--- config.mk ---
export PLATFORM = sky130hd
export DESIGN_NAME = sat_counter
export DESIGN_NICKNAME = d
export VERILOG_FILES = /design/src/rtl/parity_checker_pkg.sv /design/src/rtl/parity_checker_sat_counter.sv
export SDC_FILE = /design/constraint.sdc
export NUM_CORES = 1
export LEC_CHECK = 0
export ABC_AREA = 1
export CAP_MARGIN = 5
export CORE_AREA = 4 4 41 43
export DETAILED_ROUTE_END_ITERATION = 6
export DIE_AREA = 0 0 45 47
export HOLD_SLACK_MARGIN = 0.05
export PLACE_DENSITY = 0.72
export SLEW_MARGIN = 20
export SYNTH_ARGS = -nofsm -noshare
export SYNTH_HDL_FRONTEND = slang
export SYNTH_SLANG_ARGS = --single-unit
--- constraint.sdc ---
create_clock -name i_clk -period 1.84 [get_ports i_clk]
set_clock_uncertainty 0.2 [all_clocks]
set_input_delay 0.552 -clock i_clk [delete_from_list [all_inputs] [get_ports i_clk]]
set_output_delay 0.552 -clock i_clk [all_outputs]
set_load 0.01 [all_outputs]
--- src/rtl/parity_checker_pkg.sv ---
// parity_checker_pkg: shared FSM state encoding and error-counter width
package parity_checker_pkg;
  typedef enum logic [1:0] {IDLE, DATA, PARITY, DONE} state_t;
  localparam int ERR_CNT_W = 8;
endpackage

--- src/rtl/parity_checker_sat_counter.sv ---
// sat_counter: saturating incrementer with synchronous active-low reset
module sat_counter
  import parity_checker_pkg::*;
(
  input  logic                 i_clk,
  input  logic                 i_rst,
  input  logic                 i_inc,
  output logic [ERR_CNT_W-1:0] o_cnt
);
  always_ff @(posedge i_clk) begin
    if (!i_rst) o_cnt <= '0;
    else if (i_inc && o_cnt != '1) o_cnt <= o_cnt + 1'b1;
  end
endmodule

==> qor.yml <==
clock_latency_ns: 0.25
vias: 520
crit_family: "flip-flops"
cts_setup_buffers: 0
worstRegToRegCells: 8
fin_nets: 98
final_cell_mix: "19 x nand2_1, 14 x nor2_1, 9 x inv_1"
path_clk_slew_ns: 0.05
post-route-drc-count: 0
cts_buffers: 3
htreeDepth: 1
top_register: "o_cnt"
largest_reg_flops: 8
slowest_delay_ns: 0.39
ir_drop_mv: 0.350
wirelength_um: 1010
synth_cells: 76
place_congestion: 0.824
grt_pass1_vias: 444
endpoint: "o_cnt[1]"
pin_count: 11
synthToLayoutAreaGrowth_pct: 28.5
die_area_um2: 2120
drive_above_1_share_pct: 17.4
hpwl_um: 764
slew_violations: 0
cp_cell_sequence: "dlygate4sd2_1"
drt_pass1_iterations: 4
vias_per_cell: 4.86
tns_ns: 0
syn_avg_cell_area_um2: 6.54
path_class: "register to output pin"
post_drt_wl_per_cell_um: 9.44
synthArstFlopShare_pct: 0
worst-path-stages: 1
yosysWarnings: 0
n_antenna_cell: 0
cp.required_ns: 1.09
grt_max_degree: 12
cts_tree: "yes"
period_needed_ns: 1.68
yosysUniqueCellTypes: 16
portBuffers: 10
fin_ws_ns: 0.159
cts_root_buf: "clkbuf_4"
r2r_slack_ns: 0.34
critical_path.startpoint_type: "register"
die_y_um: 47
cpMaxStageDelayCell: "dfxtp_1"
rsz0062_at_grt: "false"
cts_buffer_depth: 2
syn-num-nets: 80
r2r-start: "o_cnt[0]"
synth_area_um2: 497
start_util_pct: 38.2
period_share_pct: 91.4
top_regs: "o_cnt (8)"
rows: 13
rr_endpoint: "o_cnt[0]"
synth_seq_cells: 8
end_kind: "output pin"
grt_overflow: 0
cts_resized: 9
critPathArrivalTime_ns: 0.93
coreArea_um2: 1300
crit_buf_inv: 1
antenna_found_initial: 0
cts_hold_buf: 0
power-per-cell-area_nw_per_um2: 561
grt_usage_pct: 11.4
setup_violations: 0
layout_commonest_cell: "nand2_1"
hold_viol_final: 0
postRouteAntennaNets: 0
crit_start: "o_cnt[1]"
cap_violations: 0
tightest_slew_ns: 0.304
hold_class: "register to register"
status: "finished clean"
timing.fmax_mhz: 595
p_leak_nw: 0.336
dp_slack_ns: 0.0190
holdWs_ns: 0.276
cts.sinks: 8
drt-initial-drc-count: 9
die_x_um: 45
synthFlopType: "dfxtp_1"
critPathMaxFanout: 5
ys_seq_area_share_pct: 32.2
grt_pass1_wl_um: 1770
final_core_util_pct: 49.0
relSlewSlack_pct: 79.7
synth_edf_count: 0
layout make-up:
type / instances / area [um2]
fill: 156 / 663
multi-input combinational: 55 / 263
sequential: 8 / 161
timing repair buffer: 16 / 135
inverter: 10 / 37.5
clock buffer: 3 / 22.5
tap: 15 / 18.8
cells in the mapped netlist, types with 2 or more instances:
master | n | share of area (%)
a21oi_1 | 5 | 5.0
nand3_1 | 8 | 8.1
inv_1 | 9 | 6.8
nand2_1 | 19 | 14
dfxtp_1 | 8 | 32
nor2_2 | 2 | 2.5
nand3b_1 | 2 | 3.0
nand3_2 | 2 | 4.0
nor2_1 | 14 | 11
power by group:
part	internal (mW)	leakage (nW)	switching, mW
registers	0.178	0.0655	0.00322
clock network	0.0746	0.0138	0.0589
logic	0.0224	0.257	0.0211
total	0.275	0.336	0.0833
through the flow:
stage / cell area, um2 / instances / total power, mW
finish: 638 / 107 / 0.358
global route: 638 / 107 / 0.381
CTS: 638 / 107 / 0.366
detailed placement: 624 / 104 / 0.231
global placement: 624 / 104 / 0.231
floorplan: 497 / 76 / 0.211
worst min path at each step:
stage | slack, ns | cells after the start | to | from
after floorplan | 0.29 | 2 | o_cnt[6] | o_cnt[6]
after global placement | 0.27 | 2 | o_cnt[6] | o_cnt[6]
after detailed placement | 0.27 | 2 | o_cnt[6] | o_cnt[6]
after CTS | 0.28 | 2 | o_cnt[6] | o_cnt[6]
after global routing | 0.30 | 2 | o_cnt[6] | o_cnt[6]
final | 0.28 | 2 | o_cnt[6] | o_cnt[6]
metal layers:
layer	track usage [%]	up-vias	part of all wire (%)
met2	17.2	20	45
li1	-	268	-
met5	0	-	0
met4	5.26	0	0
met3	2.30	0	6.4
met1	15.5	232	49
logic make-up after synthesis:
group	share of synthesized area [%]
flops	32.2
compound gates	6.55
buf+inv	14.9
simple gates	43.8
fa+ha+maj	2.52
No activity file was read; power rests on OpenSTA's default activity.
